$ cat config.mk
export PLATFORM = sky130hd
export DESIGN_NAME = adder_share_arb
export DESIGN_NICKNAME = d
export VERILOG_FILES = /design/src/rtl/adder_share_arb.sv
export SDC_FILE = /design/constraint.sdc
export NUM_CORES = 1
export LEC_CHECK = 0
export BUFFER_PORTS_ARGS = -buffer_cell sky130_fd_sc_hd__buf_2
export CAP_MARGIN = 20
export CORE_ASPECT_RATIO = 1.1
export CORE_MARGIN = 2
export CORE_UTILIZATION = 40
export CTS_BUF_LIST = sky130_fd_sc_hd__clkbuf_4
export CTS_CLUSTER_DIAMETER = 30
export CTS_CLUSTER_SIZE = 14
export DETAILED_ROUTE_END_ITERATION = 10
export PLACE_DENSITY = 0.63
export SETUP_SLACK_MARGIN = 0.3
export SLEW_MARGIN = 10
export SYNTH_ARGS = -nofsm -noshare
export SYNTH_HDL_FRONTEND = slang
export SYNTH_SLANG_ARGS = --single-unit
$ cat constraint.sdc
create_clock -name clk -period 5.6 [get_ports clk]
set_clock_uncertainty 0.1 [all_clocks]
set_input_delay 1.12 -clock clk [delete_from_list [all_inputs] [get_ports clk]]
set_output_delay 1.12 -clock clk [all_outputs]
set_load 0.02 [all_outputs]
$ cat src/rtl/adder_share_arb.sv
// adder_share_arb: round-robin arbiter sharing one add/sub datapath between two requesters.
// Single operation in flight: IDLE accepts, EXEC computes, RESP holds the result until taken.
module adder_share_arb #(
    parameter int DATA_WIDTH = 32
) (
    input  logic                  clk,
    input  logic                  rst,
    input  logic                  req0_valid_i,
    output logic                  req0_ready_o,
    input  logic [DATA_WIDTH-1:0] req0_a_i,
    input  logic [DATA_WIDTH-1:0] req0_b_i,
    input  logic                  req0_sub_i,
    input  logic                  req1_valid_i,
    output logic                  req1_ready_o,
    input  logic [DATA_WIDTH-1:0] req1_a_i,
    input  logic [DATA_WIDTH-1:0] req1_b_i,
    input  logic                  req1_sub_i,
    output logic                  rsp_valid_o,
    input  logic                  rsp_ready_i,
    output logic                  rsp_id_o,
    output logic [DATA_WIDTH-1:0] rsp_result_o,
    output logic                  rsp_carry_o,
    output logic                  rsp_zero_o,
    output logic                  rsp_overflow_o,
    output logic                  busy_o
);
    typedef enum logic [1:0] {IDLE, EXEC, RESP} state_t;
    state_t                state_q, state_d;
    logic                  last_q, grant, acc, sub_q, id_q;
    logic                  rsp_valid_q, rsp_id_q, rsp_carry_q, rsp_zero_q, rsp_overflow_q;
    logic [DATA_WIDTH-1:0] a_q, b_q, b_eff, rsp_result_q;
    logic [DATA_WIDTH:0]   sum;
    // A lone requester always wins; otherwise alternate away from the last winner.
    assign grant = (req0_valid_i ^ req1_valid_i) ? req1_valid_i : ~last_q;
    assign req0_ready_o = (state_q == IDLE) && !grant;
    assign req1_ready_o = (state_q == IDLE) && grant;
    assign acc = grant ? (req1_valid_i && req1_ready_o) : (req0_valid_i && req0_ready_o);
    assign b_eff = sub_q ? ~b_q : b_q;
    assign sum = {1'b0, a_q} + {1'b0, b_eff} + {{DATA_WIDTH{1'b0}}, sub_q};
    assign busy_o = state_q != IDLE;
    assign rsp_valid_o = rsp_valid_q;
    assign rsp_id_o = rsp_id_q;
    assign rsp_result_o = rsp_result_q;
    assign rsp_carry_o = rsp_carry_q;
    assign rsp_zero_o = rsp_zero_q;
    assign rsp_overflow_o = rsp_overflow_q;
    always_comb begin
        state_d = state_q;
        state_d = (state_q == IDLE && acc) ? EXEC :
                  (state_q == EXEC) ? RESP :
                  (state_q == RESP && rsp_ready_i) ? IDLE : state_q;
    end
    always_ff @(posedge clk) begin
        if (rst) begin
            state_q        <= IDLE;
            last_q         <= 1'b1;
            a_q            <= '0;
            b_q            <= '0;
            sub_q          <= 1'b0;
            id_q           <= 1'b0;
            rsp_valid_q    <= 1'b0;
            rsp_id_q       <= 1'b0;
            rsp_result_q   <= '0;
            rsp_carry_q    <= 1'b0;
            rsp_zero_q     <= 1'b0;
            rsp_overflow_q <= 1'b0;
        end else begin
            state_q <= state_d;
            if (acc) begin
                a_q    <= grant ? req1_a_i : req0_a_i;
                b_q    <= grant ? req1_b_i : req0_b_i;
                sub_q  <= grant ? req1_sub_i : req0_sub_i;
                id_q   <= grant;
                last_q <= grant;
            end
            if (state_q == EXEC) begin
                rsp_valid_q    <= 1'b1;
                rsp_id_q       <= id_q;
                rsp_result_q   <= sum[DATA_WIDTH-1:0];
                rsp_carry_q    <= sum[DATA_WIDTH];
                rsp_zero_q     <= ~|sum[DATA_WIDTH-1:0];
                rsp_overflow_q <= (a_q[DATA_WIDTH-1] == b_eff[DATA_WIDTH-1]) &&
                                  (sum[DATA_WIDTH-1] != a_q[DATA_WIDTH-1]);
            end else if (rsp_valid_q && rsp_ready_i) begin
                rsp_valid_q <= 1'b0;
            end
        end
    end
endmodule

-- After elaboration in Yosys (flattened, before gate mapping)
Index checks and enable logic that the tools add are counted.
- memories kept: 0
- input port bits: 135
- output and inout port bits: 40
- memory bits (writable): 0
- register bits after elaboration: 106
- memory bits (read-only): 0
- bits in latches: 0
- bitwise gates (word level): 3
- divide/modulo/power cells: 0
- shifts and indexed selects: 0
- reduce and logical (&&, ||, !) cells: 17
- $mul: 0
- multiplexer cells: 11
- $lt $le $gt $ge: 0
- eq/ne operators: 4
- $add $sub $neg: 2
- operator list (operator ; count):
    $mux 32 ; 3
    $add 32x32->33 ; 1
    $add 33x1->33 ; 1
    $not 32->32 ; 1
    $reduce_or 32->1 ; 1
    $logic_and 1x1->1 ; 8
    $mux 1 ; 6
    $reduce_bool 2->1 ; 3
    $mux 2 ; 2
    $reduce_bool 3->1 ; 1
    $eq 2x1->1 const B ; 1
    $eq 2x2->1 const B ; 1
    $logic_not 1->1 ; 2
    $logic_not 2->1 ; 1
    $reduce_or 2->1 ; 1
    $eq 1x1->1 ; 1
    $ne 1x1->1 ; 1
    $not 1->1 ; 1
    $xor 1x1->1 ; 1

-- Longest topological paths before layout
- depth in word-level cells: 8
- mapped depth: 15
- gate-level depth less buffers: 13

-- Least setup slack after synthesis
No wires, ideal clock.
- path kind: input-to-output
- from: input req1_valid_i
- to: output req0_ready_o
- cell stages on the path: 5
- path slack: 1886 ps
- data arrival time: 2494 ps
- cell sequence: inv_1 maj3_1 buf_1 clkbuf_1 and2_1
- longest elaborated chain between the ends: 4
- ends and longest elaborated chain (what ; RTL line ; text):
    start: declaration ; 13 ; input logic req1_valid_i,
    $xor 1x1->1 ; 34 ; assign grant = (req0_valid_i ^ req1_valid_i) ? req1_valid_i : ~last_q;
    $mux 1 (*) ; 34 ;
    $logic_not 1->1 (*) ; 35 ; assign req0_ready_o = (state_q == IDLE) && !grant;
    $logic_and 1x1->1 (*) ; 35 ;
    end: declaration ; 9 ; output logic req0_ready_o,
Every way passes the cells marked *; elsewhere a longest branch is shown, timed or not.

-- Worst setup path in the final report
- from: register sub_q
- to: register rsp_zero_q, in the netlist rsp_zero_o
- longest elaborated chain between the ends: 5
- ends and longest elaborated chain (what ; RTL line ; text):
    start: declaration ; 29 ; logic last_q, grant, acc, sub_q, id_q;
    start signal: assignment ; 72 ; sub_q <= grant ? req1_sub_i : req0_sub_i;
    $mux 32 ; 38 ; assign b_eff = sub_q ? ~b_q : b_q;
    $add 32x32->33 ; 39 ; assign sum = {1'b0, a_q} + {1'b0, b_eff} + {{DATA_WIDTH{1'b0}}, sub_q};
    $add 33x1->33 (*) ; 39 ;
    $reduce_or 32->1 (*) ; 81 ; rsp_zero_q <= ~|sum[DATA_WIDTH-1:0];
    $logic_not 1->1 (*) ; 81 ;
    end signal: assignment ; 81 ;
    end: declaration ; 30 ; logic rsp_valid_q, rsp_id_q, rsp_carry_q, rsp_zero_q, rsp_overflow_q;
Marked as above.
A chain may end at the register's enable or synchronous reset.

==> flow_results.org <==
** Outcome
- Status :: finished clean

** Worst setup path
- In this run the critical register-to-register path is captured at rsp_zero_o.
- Cell mode on critical path :: sky130_fd_sc_hd__xor2_1
- Counting buffers and inverters, the worst setup path is 13 cells deep.
- Critical Path Sink Type :: flip-flop
- Reg2Reg Depth :: 13
- Crit path to :: rsp_zero_o
- In this run the worst path has a maximum fanout of 20.
- CP Data Required Time :: approximately 6.0 ns
- Crit path buffers/inverters :: 1
- CP delay by family, top :: compound AO/OA/AOI/OAI gates
- Across all register-to-register paths, the minimum setup slack is 1.55 ns.
- Critical path launch point type :: flip-flop
- Class of the most critical setup path :: reg -> reg
- The startpoint identified for the worst register-to-register timing path is sub_q.
- Crit path max-delay cell type :: sky130_fd_sc_hd__dfxtp_2
- Crit path DAT :: approximately 4.4 ns
- Ordered list of cells on the worst path :: buf_4, xor2_1, ha_1, o21a_1, a21oi_1, nand3_1, a2111o_1, a41o_1, o31ai_2, xor2_1, nand4b_1, or4_1, nand2_1
- In this design, the stage delay of the slowest critical-path cell is 0.73 ns.
- Worst setup startpoint :: sub_q

** Global route
- Vias in the first global route :: about 5300
- GR Layer Usage met1 :: between 20% and 30%
- Top Usage Layer GRT :: met2
- Entering global routing, the biggest net connects 67 pins.
- Global routing consumed, on the met2 layer, approximately 30% of the routing resources.
- Wire length of the first global-routing pass :: ~26000 um
- Met3 track demand over resource :: approximately 3.1%
- Antenna violations before repair :: 1
- Total Routing Usage GR :: between 10% and 20%
- Overflow after GRT :: 0

** Power and ir drop
- Cell internal power was estimated by the tool at roughly 1400 uW.
- Summed over all cells, the static leakage comes to around 0.0036 uW.
- Fraction of power spent switching nets :: between 30 and 40%
- Per report_power, the sequential group accounts for about two fifths of the total.
- Comb pwr share :: 39.8%
- Peak VDD IR :: ~120 uV
- For this design the ratio of total power to cell area is 299 nW/um2.
- In this run, the clock network consumes between 10% and 20% of the power.
- Total net switching power :: just under 900 uW

** Logic synthesis
- The synthesized design contains 0 enable-type register cells.
- Top FF cell, synth :: sky130_fd_sc_hd__dfxtp_1
- In the synthesized netlist, the number of instances is approximately 770.
- Distinct cell type count after synthesis :: 63
- Async SR Flop Fraction :: 0%
- The synthesized design spends more area on one cell type than any other, namely sky130_fd_sc_hd__dfxtp_1.
- After synthesis the netlist holds a flip-flop and latch count of approximately 110.
- Mean instance size in the synthesized netlist :: roughly 8.2 um2
- In this run the biggest area consumer among cell types represents approximately a third of the synthesized area.
- Yosys warning total :: 0
- In the post-synthesis netlist, the biggest area contributors are sky130_fd_sc_hd__dfxtp_1 33%, sky130_fd_sc_hd__mux2i_1 10%, sky130_fd_sc_hd__nand2_1 8.1%.
- The mapped netlist covers roughly 6300 um2.
- The number of nets in the synthesized netlist is between 900 and 1000.
- Summing the sequential cell areas from Yosys gives between 30% and 40% of the chip area.

** Clock tree
- Once the clock tree was built, the resizer swapped 0 gates to a different size.
- TritonCTS built the clock tree.
- Post-CTS timing repair inserted 0 buffers for setup.
- After clock tree synthesis, the clock-pin slew on the worst setup and hold paths is around 0.17 ns.
- In this run, CTS created clock tree buffers numbering 9.
- Buffer cell driving the clock tree root :: sky130_fd_sc_hd__clkbuf_4
- The longest clock path from root to sink contains 2 buffers.
- Cts-stage hold buffer count :: 0
- The H-tree was split into 3 levels.
- Sink count of the clock tree :: 106
- The later pin in the worst-skew pair is clocked with a latency of approximately 0.49 ns.

** Die
- Core Rows :: 48
- Once the floorplan was initialized, standard cells occupied 40.7% of the core.
- After floorplanning, the core was sized to cover ~16000 um2.
- Pin placement for this block handled about 180 I/O pins.
- The floorplan step defined a die boundary enclosing approximately 17000 um2.
- Die Ht :: approximately 140 um
- The die is approximately 120 um wide.

** Final layout
- Design Area, Final :: 7530 um2
- Area added between synthesis and finish :: 18.5%
- The net count of the finished layout is between 1000 and 1500.
- Cells with a size suffix above 1 make up between 20% and 30% of the layout.
- Filler Cells Inserted :: 1630

** STA
- Setup repair after global routing left no endpoint under its margin.
- Setup violations remaining at the end of the flow were counted as 0.
- Total Negative Setup Slacks :: 0 ns
- Worst slew margin :: approximately 35%
- The number of pins exceeding their max-slew limit in the final report came to 0.
- Counting I/O delays and the setup requirement, the final critical path takes roughly 4 ns.
- Hold Fails Final Rpt :: 0
- Static timing analysis puts the maximum clock frequency at 247 MHz.
- Slew at the pin closest to its max-slew limit :: 0.982 ns
- Final Cycle Share :: 72.4%

** Routing
- Final routed wire length divided by cell count :: 14.4 um
- Once detail routing completed, the nets flagged for antenna violations numbered 0.
- In the routed design, unresolved DRC markers number 0.
- The first detailed-routing pass took 4 iterations.
- Initial DRC count :: between 300 and 400
- Wires add up to around 16000 um.
- Vias after detailed routing :: ~5900
- Using the TritonRoute via totals, the vias-per-cell ratio works out to around 5.2.

** Placement
- Count of port buffers added during placement :: between 150 and 200
- Weighted congestion at the end of routability-driven global placement :: 0.931
- After detailed placement, the total cell area comes to 7360 um2.
- After legalization and detailed placement, the total HPWL measured roughly 13000 um.

** Hold path
- Path category of the worst min-delay check :: reg -> reg

** Flow run
- Max-cap viol count :: 0
## kinds of logic (layout without fill, tap and decap cells)
logic type | Yosys count | in the layout | synth area share, %
xor+xnor | 57 | 57 | 7.86
mux | 66 | 66 | 10.6
flops | 106 | 106 | 33.4
fa+ha+maj | 36 | 36 | 7.17
other cells | 0 | 1 | 0
compound gates | 209 | 209 | 20.6
buf+inv | 58 | 210 | 3.59
simple gates | 241 | 241 | 16.8
## synth_stat cells (all sizes together), types with 3 or more instances
master	n
nor3	13
a2111oi	4
ha	34
mux2i	66
nand2b	8
a21oi	61
buf	11
and3	5
nand4	10
clkbuf	33
nand2	138
xnor2	17
a21o	9
or3	4
or4	3
nor2	42
o21ai	83
dfxtp	106
inv	14
a211o	4
o211ai	5
xor2	40
nor2b	3
o21a	11
a211oi	12
## worst reg2reg max path: cells and delay by family, from the launching register on
family	cells	cell delay (ns)
flip-flops	1	0.73
buffers and inverters	1	0.36
XOR/XNOR	2	0.43
AO/OA/AOI/OAI	5	1.28
AND/OR/NAND/NOR	4	0.77
adder cells (fa/ha/maj)	1	0.35
## power groups by stage
stage | Combinational [uW] | Sequential (uW) | Clock (uW)
floorplan | 627 | 940 | 0
global placement | 895 | 926 | 0
detailed placement | 896 | 928 | 0
CTS | 900 | 911 | 463
global route | 1000 | 922 | 492
finish | 895 | 909 | 446
## layer usage
layer  part of all wire [%]  wire length, um  vias to the layer above
met5                      0                0                        -
met4                    2.2              348                        0
met3                    4.7              766                       24
met2                     45             7350                      136
met1                     48             7710                     2669
li1                       -                -                     3036
## metrics by stage
step	power, uW	hold WS, ns	utilization (%)	setup WS (ns)	instances
after CTS	2270	0.363	48.2	1.55	1125
after floorplan	1570	0.332	-	1.89	773
after detailed placement	1820	0.343	47.1	1.57	1109
after global routing	2420	0.377	48.2	1.21	1126
final	2250	0.360	48.2	1.55	1126
after global placement	1820	0.340	47.1	1.61	1109
## placed cells by master, fill, tap and decap left out, types with 4 or more instances in the layout
master                     netlist  final
sky130_fd_sc_hd__a21o_1          9      9
sky130_fd_sc_hd__a21oi_1        61     61
sky130_fd_sc_hd__clkbuf_4        0      9
sky130_fd_sc_hd__xor2_1         40     40
sky130_fd_sc_hd__dfxtp_1       106    105
sky130_fd_sc_hd__buf_2           2    174
sky130_fd_sc_hd__nand4_1        10     10
sky130_fd_sc_hd__ha_1           34     34
sky130_fd_sc_hd__inv_1          14     14
sky130_fd_sc_hd__o211ai_1        4      4
sky130_fd_sc_hd__and3_1          5      5
sky130_fd_sc_hd__nand2b_1        8      8
sky130_fd_sc_hd__o21a_1         10     10
sky130_fd_sc_hd__o21ai_0        80     80
sky130_fd_sc_hd__nand2_1       137    137
sky130_fd_sc_hd__buf_4           0      6
sky130_fd_sc_hd__a211o_1         4      4
sky130_fd_sc_hd__nor2_1         42     41
sky130_fd_sc_hd__xnor2_1        17     17
sky130_fd_sc_hd__nor3_1         13     13
sky130_fd_sc_hd__mux2i_1        65     65
sky130_fd_sc_hd__a211oi_1       12     12
## registers in the layout, indices dropped and copies added, names as in the netlist
name and count:
a_q 32, b_q 32, rsp_result_o 32, state_q 2
id_q 1, last_q 1, rsp_carry_o 1, rsp_id_o 1
rsp_overflow_o 1, rsp_valid_o 1, rsp_zero_o 1, sub_q 1
## layout make-up
type	count	area [um2]	area share, %
clock buffers	9	67.6	0.898
clock inverters	7	98.8	1.31
diodes	1	2.50	0.0333
inverters	14	52.6	0.698
multi-input cells	609	4020	53.3
repair buffers	180	916	12.2
flip-flops and latches	106	2120	28.2
well taps	200	250	3.33
## worst min-delay path by stage
| stage | start | endpoint | slack (ns) | cells past startpoint |
|---|---|---|---|---|
| floorplan | a_q[10] | a_q[10] | 0.33 | 2 |
| global placement | rsp_result_o[15] | rsp_result_o[15] | 0.34 | 2 |
| detailed placement | rsp_result_o[16] | rsp_result_o[16] | 0.34 | 2 |
| CTS | rsp_result_o[16] | rsp_result_o[16] | 0.36 | 2 |
| global route | rsp_result_o[20] | rsp_result_o[20] | 0.38 | 2 |
| finish | rsp_result_o[15] | rsp_result_o[15] | 0.36 | 2 |
Power figures use the tool's default switching activity.
